`src/rtl/keypad_scanner_if.sv`:
```
// Keypad matrix pins and key-event outputs of the keypad scanner.
// The slave modport is the scanner side; master is the keypad/consumer side.
interface keypad_scanner_if;
  logic [3:0] row;
  logic [3:0] col;
  logic [3:0] key_code;
  logic       key_valid;
  logic       key_held;

  modport master (output row, input col, key_code, key_valid, key_held);
  modport slave  (input row, output col, key_code, key_valid, key_held);
endinterface

```
`src/rtl/keypad_scanner.sv`:
```
// 4x4 active-low keypad scanner: column walk, per-key debounce, one event per press.
// sw_clk is only sampled as a scan-rate enable; everything runs on clock_50m.
module keypad_scanner #(
  parameter int unsigned DEBOUNCE_TICKS = 3,
  parameter int unsigned RELEASE_TICKS  = 3
) (
  input  logic            clock_50m,
  input  logic            rst,
  input  logic            sw_clk,
  keypad_scanner_if.slave bus
);
  localparam int unsigned CNT_W = 4;

  typedef enum logic [1:0] {SCAN, DEBOUNCE, HELD} state_t;

  state_t           state, state_nxt;
  logic [1:0]       sw_sync;
  logic             sw_last;
  logic             tick;
  logic [3:0]       row_meta, row_stable;
  logic             hit;
  logic [1:0]       hit_row;
  logic [1:0]       col_idx, col_idx_nxt;
  logic [1:0]       cand_row, cand_row_nxt;
  logic [CNT_W-1:0] cnt, cnt_nxt, cnt_inc;
  logic             press_done, release_done;
  logic [3:0]       code_nxt;
  logic             valid_nxt, held_nxt;

  // Synchronizers and sw_clk rising-edge detect
  always_ff @(posedge clock_50m or negedge rst) begin
    if (!rst) begin
      sw_sync    <= 2'b00;
      sw_last    <= 1'b0;
      tick       <= 1'b0;
      row_meta   <= 4'b1111;
      row_stable <= 4'b1111;
    end else begin
      sw_sync    <= {sw_sync[0], sw_clk};
      sw_last    <= sw_sync[1];
      tick       <= sw_sync[1] & ~sw_last;
      row_meta   <= bus.row;
      row_stable <= row_meta;
    end
  end

  // Row decode, lowest row index wins
  always_comb begin
    hit     = ~&row_stable;
    hit_row = 2'd0;
    for (int i = 3; i >= 0; i--) begin
      if (!row_stable[i]) hit_row = 2'(i);
    end
  end

  assign cnt_inc      = cnt + CNT_W'(1);
  assign press_done   = (cnt_inc >= CNT_W'(DEBOUNCE_TICKS));
  assign release_done = (cnt_inc >= CNT_W'(RELEASE_TICKS));

  // State and registered outputs
  always_ff @(posedge clock_50m or negedge rst) begin
    if (!rst) begin
      state         <= SCAN;
      col_idx       <= 2'd0;
      cand_row      <= 2'd0;
      cnt           <= '0;
      bus.col       <= 4'b1110;
      bus.key_code  <= 4'd0;
      bus.key_valid <= 1'b0;
      bus.key_held  <= 1'b0;
    end else begin
      state         <= state_nxt;
      col_idx       <= col_idx_nxt;
      cand_row      <= cand_row_nxt;
      cnt           <= cnt_nxt;
      bus.col       <= ~(4'b0001 << col_idx_nxt);
      bus.key_code  <= code_nxt;
      bus.key_valid <= valid_nxt;
      bus.key_held  <= held_nxt;
    end
  end

  // Next state
  always_comb begin
    state_nxt = state;
    if (tick) begin
      case (state)
        SCAN: begin
          if (hit) state_nxt = (DEBOUNCE_TICKS <= 1) ? HELD : DEBOUNCE;
        end
        DEBOUNCE: begin
          if (!hit || (hit_row != cand_row)) state_nxt = SCAN;
          else if (press_done)               state_nxt = HELD;
        end
        HELD: begin
          if (!hit && release_done) state_nxt = SCAN;
        end
        default: state_nxt = SCAN;
      endcase
    end
  end

  // Datapath and output next values
  always_comb begin
    col_idx_nxt  = col_idx;
    cand_row_nxt = cand_row;
    cnt_nxt      = cnt;
    code_nxt     = bus.key_code;
    valid_nxt    = 1'b0;
    held_nxt     = bus.key_held;
    if (tick) begin
      case (state)
        SCAN: begin
          if (hit) begin
            cand_row_nxt = hit_row;
            cnt_nxt      = CNT_W'(1);
            if (DEBOUNCE_TICKS <= 1) begin
              code_nxt  = {hit_row, col_idx};
              valid_nxt = 1'b1;
              held_nxt  = 1'b1;
              cnt_nxt   = '0;
            end
          end else begin
            col_idx_nxt = col_idx + 2'd1;
          end
        end
        DEBOUNCE: begin
          if (!hit || (hit_row != cand_row)) begin
            col_idx_nxt = col_idx + 2'd1;
            cnt_nxt     = '0;
          end else if (press_done) begin
            code_nxt  = {cand_row, col_idx};
            valid_nxt = 1'b1;
            held_nxt  = 1'b1;
            cnt_nxt   = '0;
          end else begin
            cnt_nxt = cnt_inc;
          end
        end
        HELD: begin
          if (hit) begin
            cnt_nxt = '0;
          end else if (release_done) begin
            held_nxt    = 1'b0;
            cnt_nxt     = '0;
            col_idx_nxt = col_idx + 2'd1;
          end else begin
            cnt_nxt = cnt_inc;
          end
        end
        default: cnt_nxt = '0;
      endcase
    end
  end
endmodule

```
`src/flat_wrapper.sv`:
```
// flat-port wrapper written by rule: the top's interface ports become plain ports
module keypad_scanner_flat 
#(
  parameter int unsigned DEBOUNCE_TICKS = 3,
  parameter int unsigned RELEASE_TICKS  = 3
)
  (clock_50m, rst, sw_clk, bus_row, bus_col, bus_key_code, bus_key_valid, bus_key_held);
  keypad_scanner_if bus_i ();
  input  logic clock_50m;
  input  logic rst;
  input  logic sw_clk;
  input wire logic [$bits(bus_i.row)-1:0] bus_row;
  output wire logic [$bits(bus_i.col)-1:0] bus_col;
  output wire logic [$bits(bus_i.key_code)-1:0] bus_key_code;
  output wire logic [$bits(bus_i.key_valid)-1:0] bus_key_valid;
  output wire logic [$bits(bus_i.key_held)-1:0] bus_key_held;
  assign bus_i.row = bus_row;
  assign bus_col = bus_i.col;
  assign bus_key_code = bus_i.key_code;
  assign bus_key_valid = bus_i.key_valid;
  assign bus_key_held = bus_i.key_held;
  keypad_scanner #(.DEBOUNCE_TICKS(DEBOUNCE_TICKS), .RELEASE_TICKS(RELEASE_TICKS)) u_core (.clock_50m(clock_50m), .rst(rst), .sw_clk(sw_clk), .bus(bus_i));
endmodule
```
`config.mk`:
```
export PLATFORM = sky130hd
export DESIGN_NAME = keypad_scanner_flat
export DESIGN_NICKNAME = d
export VERILOG_FILES = /design/src/rtl/keypad_scanner_if.sv /design/src/rtl/keypad_scanner.sv /design/src/flat_wrapper.sv
export SDC_FILE = /design/constraint.sdc
export NUM_CORES = 1
export LEC_CHECK = 0
export ABC_AREA = 1
export CAP_MARGIN = 20
export CORE_MARGIN = 10
export CORE_UTILIZATION = 54
export DETAILED_ROUTE_END_ITERATION = 10
export PLACE_DENSITY = 0.87
export SLEW_MARGIN = 20
export SYNTH_ARGS = -nofsm -noshare
export SYNTH_HDL_FRONTEND = slang
export SYNTH_SLANG_ARGS = --single-unit
```
`constraint.sdc`:
```
create_clock -name clock_50m -period 1.64 [get_ports clock_50m]
set_input_delay 0.164 -clock clock_50m [delete_from_list [all_inputs] [get_ports clock_50m]]
set_output_delay 0.164 -clock clock_50m [all_outputs]
set_load 0.05 [all_outputs]
```
==> metrics, run 1 <==
detailed-route via count=1084; Pleak=roughly 0.00086 uW; Synth Register Bits=32; RePlAce Congestion=0.897; DR vias/cell=between 5 and 6; reg-to-reg endpoint=u_core.bus.col[0]; diode count=0; RSZ-0062 raised after global routing=yes; CTS tree=built; antenna violations before repair=0; Area Overhead vs Synth=25.6%; Clock Latency Late Sink=approximately 0.35 ns; Critical Path, Cell by Cell=nand2_2, nor2_4, buf_4, nand2_4, nand2_4, nand4_1, nand2_2, nand2_1; CP Launch Type=flop; Max stage delay on crit path=0.56 ns; CP endpoint kind=flop; Yosys cell types=24; CP Class=reg -> reg; Syn Nets=160; dpl ws=-0.0289 ns; Die ar.=approximately 5200 sq um; GRT overflow=0; clk slew on worst S/H paths=~0.11 ns; Crit path buffers/inverters=1; Setup Skew=0.0163 ns; fin crit share=98.2%; WL/cell=about 14 microns; die height=roughly 72 microns; top_reg_cell synth=dfrtp_1; Top delay family on crit path=simple AND/OR/NAND/NOR gates; Worst Setup EP=u_core.bus.col[0]; max-cap violation count=0; status=finished, final reports clean; path length in cells of the critical path=8; R2R Setup Slk=0.03 ns; clock sink count=32; Synth top area share=between 30% and 40%; final wirelength=just under 3000 microns; largest net degree at the start of global routing=33; sequential share of the synthesized area=55.6%; # rows=18; # H-tree levels=2; drt drc=0; CP max stage cell=dfstp_2; Crit path required time=1.87 ns; critical path fanouts, max=4; VDD IR max=around 0.0016 V; Setup crit start=u_core.row_stable[2]; Cell Area, Synth=between 1000 and 1500 sq um; Area contributors post-synth=dfrtp_1, dfstp_2, nand2_1; Root Driver=clkbuf_4; vias in the first global route=roughly 1100; CTS Buffer Depth=2; r2r startpoint=u_core.row_stable[2]; Least-Margin Pin Slew=approximately 0.37 ns; IO buf count=16; Pre-antenna DRT Iters=4; Chip Width=72.1 microns; Slew HR=75.3%; share of post-route cells with drive strength above 1=approximately 44%; Mapped Cells=147; fmax=a little over 600 MHz; cts hold-fix bufs=0; Post-synth EDFFs=0; Worst Hold Class=in -> async; nets=190; Arrival @ worst endpoint=1.84 ns; gr usage total=approximately 12%; DP Cell Count=between 150 and 200; Tmin final=between 1.5 and 2 ns; final hold violations=0; synth warn=0; ys async rst share=100%; final setup vio count=0; PnR worst setup slack=0.0293 ns; floorplan core area=~2500 sq um; area leader, netlist=dfrtp_1; Antenna Violating Nets Remaining=0; initial DRC count=24; Starting Density=58.0%; PD cells=between 1500 and 2000 nW/um^2; io pins=17; Avg Cell Area, Syn=approximately 10 sq um; cts bufs inserted=5; Layout Cells excl Fill=about 210; DP HPWL=2020 microns; path depth of the worst reg2reg path=8; Pins Over Slew Limit=0; wire length of the first global-routing pass=4800 microns
==> registers in the layout (all words and copies together) (netlist names) <==
signal                cells
u_core.bus.key_valid      1
u_core.row_meta           4
u_core.bus.key_held       1
u_core.state              2
u_core.tick               1
u_core.cand_row           2
u_core.cnt                4
u_core.col_idx            2
u_core.row_stable         4
u_core.bus.col            4
u_core.sw_sync            2
u_core.bus.key_code       4
u_core.sw_last            1
==> layout make-up <==
cell class                 instances  area, sq um
inverter                          23         88.8
clock inverter                     3         23.8
clock buffer                       5         37.5
multi-input combinational         93          654
fill                             168          683
tap                               30         37.5
sequential                        32          817
timing repair buffer              22          180
==> worst register-to-register path, stage by stage, from the launching register on <==
cell and delay (ns):
dfstp_2 0.56, nand2_2 0.12, nor2_4 0.14, buf_4 0.14
nand2_4 0.06, nand2_4 0.08, nand4_1 0.19, nand2_2 0.15
nand2_1 0.06
==> cells in the mapped netlist, types with 3 or more instances <==
library cell,number
o21ai_0,8
dfrtp_1,21
nand2_4,3
inv_2,4
inv_1,19
o21ai_1,4
ha_1,6
nand3_1,8
nor2_1,10
dfstp_2,11
nand2_1,30
nand2_2,6
==> routing by layer <==
layer | vias to the layer above | GRT usage [%] | wire, microns
li1 | 531 | - | -
met1 | 506 | 11.6 | 1160
met2 | 35 | 19.2 | 1520
met3 | 12 | 6.53 | 168
met4 | 0 | 4.95 | 99
met5 | - | 0 | 0
==> layout by cell type, fill, tap and decap left out, types with 3 or more instances in the layout <==
cell type / instances
clkdlybuf4s50_1: 6
ha_1: 3
nand2_4: 6
nand3_1: 6
inv_2: 5
o21ai_1: 5
inv_1: 17
nand2_2: 11
nand2_1: 22
nand3_2: 5
o21ai_0: 7
dfstp_2: 11
nor2_2: 4
buf_4: 16
clkbuf_4: 5
nor2_1: 7
dfrtp_1: 19
==> report_power, final <==
| part | switching, uW | leakage, uW | internal, uW |
|---|---|---|---|
| clock network | 290 | 0.0000274 | 168 |
| registers | 142 | 0.000383 | 982 |
| logic | 798 | 0.000446 | 409 |
| total | 1230 | 0.000857 | 1560 |
==> worst min-delay path by stage <==
stage | from | slack (ns) | end | cells after the start
after floorplan | rst | -0.13 | u_core.bus.col[0] | 0
after global placement | u_core.sw_sync[0] | 0.34 | u_core.sw_sync[1] | 0
after detailed placement | u_core.sw_sync[0] | 0.34 | u_core.sw_sync[1] | 0
after CTS | rst | 0.20 | u_core.sw_last | 2
after global routing | bus_row[3] | 0.18 | u_core.row_meta[3] | 1
final | rst | 0.18 | u_core.sw_last | 2
==> what timing repair did <==
item,CTS,global route
gates resized for setup,2,26
setup buffers,0,4
pin swaps,2,13
gates cloned,0,1
setup endpoints to repair,3,15
==> per-stage QoR <==
stage	power [uW]	hold WS [ns]	TNS, ns	util, %	instance area (sq um)
after detailed placement	2190	0.342	-0.0480	65.5	1650
after global routing	2990	0.184	-0.136	72.9	1840
final	2790	0.179	0	72.9	1840
after global placement	2140	0.341	0	65.5	1650
after CTS	2650	0.196	0	68.1	1720
after floorplan	1900	-0.132	0	-	1460
==> kinds of logic (layout without fill, tap and decap cells) <==
group / Yosys count / in the layout / synth area share (%)
and+or+nand+nor: 70 / 71 / 27.1
DFF: 32 / 32 / 55.6
buffers and inverters: 23 / 53 / 5.90
AOI/OAI and AO/OA: 16 / 16 / 6.24
adders and majority gates: 6 / 6 / 5.13
No activity file was read; power rests on OpenSTA's default activity.
==> run 2: changes to the inputs <==
Settings changed: SLEW_MARGIN 20 to 10.
==> results of run 2 <==
No change in the layout: final DEF, timing and power equal those of run 1.
==> run 3: changes to the inputs <==
Settings changed: SETUP_SLACK_MARGIN from default to 0.02.
==> metrics, run 3 (synthesis gave the netlist of run 1 again) <==
drt drc=0 (unchanged); Slew HR=74.6% (-0.62 points); Pins Over Slew Limit=0 (unchanged); Clock Latency Late Sink=0.35 ns (about the same); register area=817 sq um (unchanged); reg-to-reg endpoint=u_core.bus.col[0]; WL/cell=15.6 microns (+10%); share of post-route cells with drive strength above 1=47.8% (+3.4 points); Arrival @ worst endpoint=1.86 ns (+0.02 ns); fin crit share=98.9% (+0.72 points); CP endpoint kind=flop; floorplan core area=2520 sq um (unchanged); R2R Setup Slk=0.02 ns (about the same); multi-input logic area=686 sq um (+4.8%); post-route cell area=1900 sq um (+3.3%); TNS Setup=0 ns (unchanged); detailed-route via count=1121 (+3.4%); Die ar.=5190 sq um (unchanged); final wirelength=3280 microns (+11%); largest net degree at the start of global routing=33 (unchanged); status=finished, final reports clean; Max stage delay on crit path=0.56 ns (about the same); commonest non-fill, non-tap cell in the layout=nand2_1; RePlAce Congestion=0.897 (unchanged); fmax=616 MHz (-0.72%); Pre-antenna DRT Iters=4 (unchanged); Setup Skew=0.0187 ns (+0.00237 ns); Critical Path, Cell by Cell=nand2_2, nor2_4, buf_12, nand2_4, nand2_4, nand4_1, nand2_2, nand2_1; Chip Width=72.1 microns (unchanged); CTS tree=built; CP Launch Type=flop; DR vias/cell=5.34 (+2.4%); r2r startpoint=u_core.row_stable[2]; fill cell count=164 (-2.4%); # rows=18 (unchanged); diode count=0 (unchanged); PD cells=1520 nW/um^2 (+0.25%); path depth of the worst reg2reg path=8 (unchanged); Starting Density=58.0% (unchanged); Top delay family on crit path=simple AND/OR/NAND/NOR gates; path length in cells of the critical path=8 (unchanged); nets=192 (+1.1%); CTS Buffer Depth=2 (unchanged); Antenna Violating Nets Remaining=0 (unchanged); Area Overhead vs Synth=29.8%; final setup vio count=0 (unchanged); GRT overflow=0 (unchanged); clock sink count=32 (unchanged); IO buf count=16 (unchanged); Worst Hold Class=in -> async; most frequent cells in the layout=nand2_1, dfrtp_1, buf_4; Worst Setup EP=u_core.bus.col[0]; cts hold-fix bufs=0 (unchanged); DP HPWL=2020 microns (unchanged); RSZ-0062 raised after global routing=yes; CP Class=reg -> reg; critical path fanouts, max=4 (unchanged); wire length of the first global-routing pass=4970 microns (+3.6%); final hold violations=0 (unchanged); clk slew on worst S/H paths=0.11 ns (about the same); Pleak=0.000877 uW (+2.4%); VDD IR max=0.00166 V (+1.9%); antenna violations before repair=0 (unchanged); initial DRC count=41 (+71%); # H-tree levels=2 (unchanged); io pins=17 (unchanged); gr usage total=11.9% (+0.37 points); die height=72.1 microns (unchanged); vias in the first global route=1141 (+2.0%); Root Driver=clkbuf_4; max-cap violation count=0 (unchanged); Tmin final=1.62 ns (+0.0117 ns); Setup crit start=u_core.row_stable[2]; CP max stage cell=dfstp_2; cts bufs inserted=5 (unchanged); Crit path buffers/inverters=1 (unchanged); Crit path required time=1.88 ns (about the same); placed inst area=1650 sq um (unchanged); Least-Margin Pin Slew=0.380 ns (+0.00930 ns)
run 3: cell types whose count changed in the layout (fill, tap and decap cells not counted), sizes merged:
cell	previous run	this run
buf	16	18
run 3: worst min path at each step:
stage / start / slack, ns / depth (start not counted) / end
2_1_floorplan: rst / -0.13 / 0 / u_core.bus.col[0]
3_3_place_gp: u_core.sw_sync[0] / 0.34 / 0 / u_core.sw_sync[1]
3_5_place_dp: u_core.sw_sync[0] / 0.34 / 0 / u_core.sw_sync[1]
4_1_cts: rst / 0.20 / 2 / u_core.sw_last
5_1_grt: bus_row[3] / 0.18 / 1 / u_core.row_meta[3]
6_report: rst / 0.18 / 2 / u_core.sw_last
run 3: metal layers:
| metal | part of all wire [%] | global-route usage (%) |
|---|---|---|
| met2 | 53 | 20.1 |
| met5 | 0 | 0 |
| met4 | 1.4 | 4.73 |
| met3 | 6.0 | 6.12 |
| met1 | 39 | 12.2 |
run 3: area by class of cell:
type / count / share of cell area [%]
clock inverter: 3 / 1.25
sequential: 32 / 43.0
timing repair buffer: 24 / 10.9
multi-input combinational: 93 / 36.1
inverter: 23 / 4.81
clock buffer: 5 / 1.97
tap: 30 / 1.97
run 3: power by group:
part | total, uW | internal [uW] | switching (uW)
Combinational | 1290 | 449 | 846
Sequential | 1130 | 982 | 149
Clock | 464 | 168 | 296
Total | 2890 | 1600 | 1290
run 3: worst reg2reg max path: cells and delay by family, from the launching register on:
kind | cells | cell delay (ns)
buf+inv | 1 | 0.12
flops | 1 | 0.56
simple gates | 7 | 0.81
run 3: through the flow:
stage	hold slack [ns]	utilization (%)	cells	power [uW]	worst slack (ns)
after global routing	0.184	75.3	210	3080	-0.0643
after detailed placement	0.342	65.5	195	2190	-0.0289
after global placement	0.341	65.5	195	2140	0.0641
after floorplan	-0.132	-	147	1900	0.159
final	0.178	75.3	210	2890	0.0176
after CTS	0.196	69.5	205	2680	0.0220
run 3: repair_timing:
| item | CTS | global route |
|---|---|---|
| setup endpoints to repair | 4 | 15 |
| pin swaps | 5 | 15 |
| buffers inserted | 2 | 4 |
| gates resized for setup | 5 | 33 |
| gates cloned | 0 | 1 |
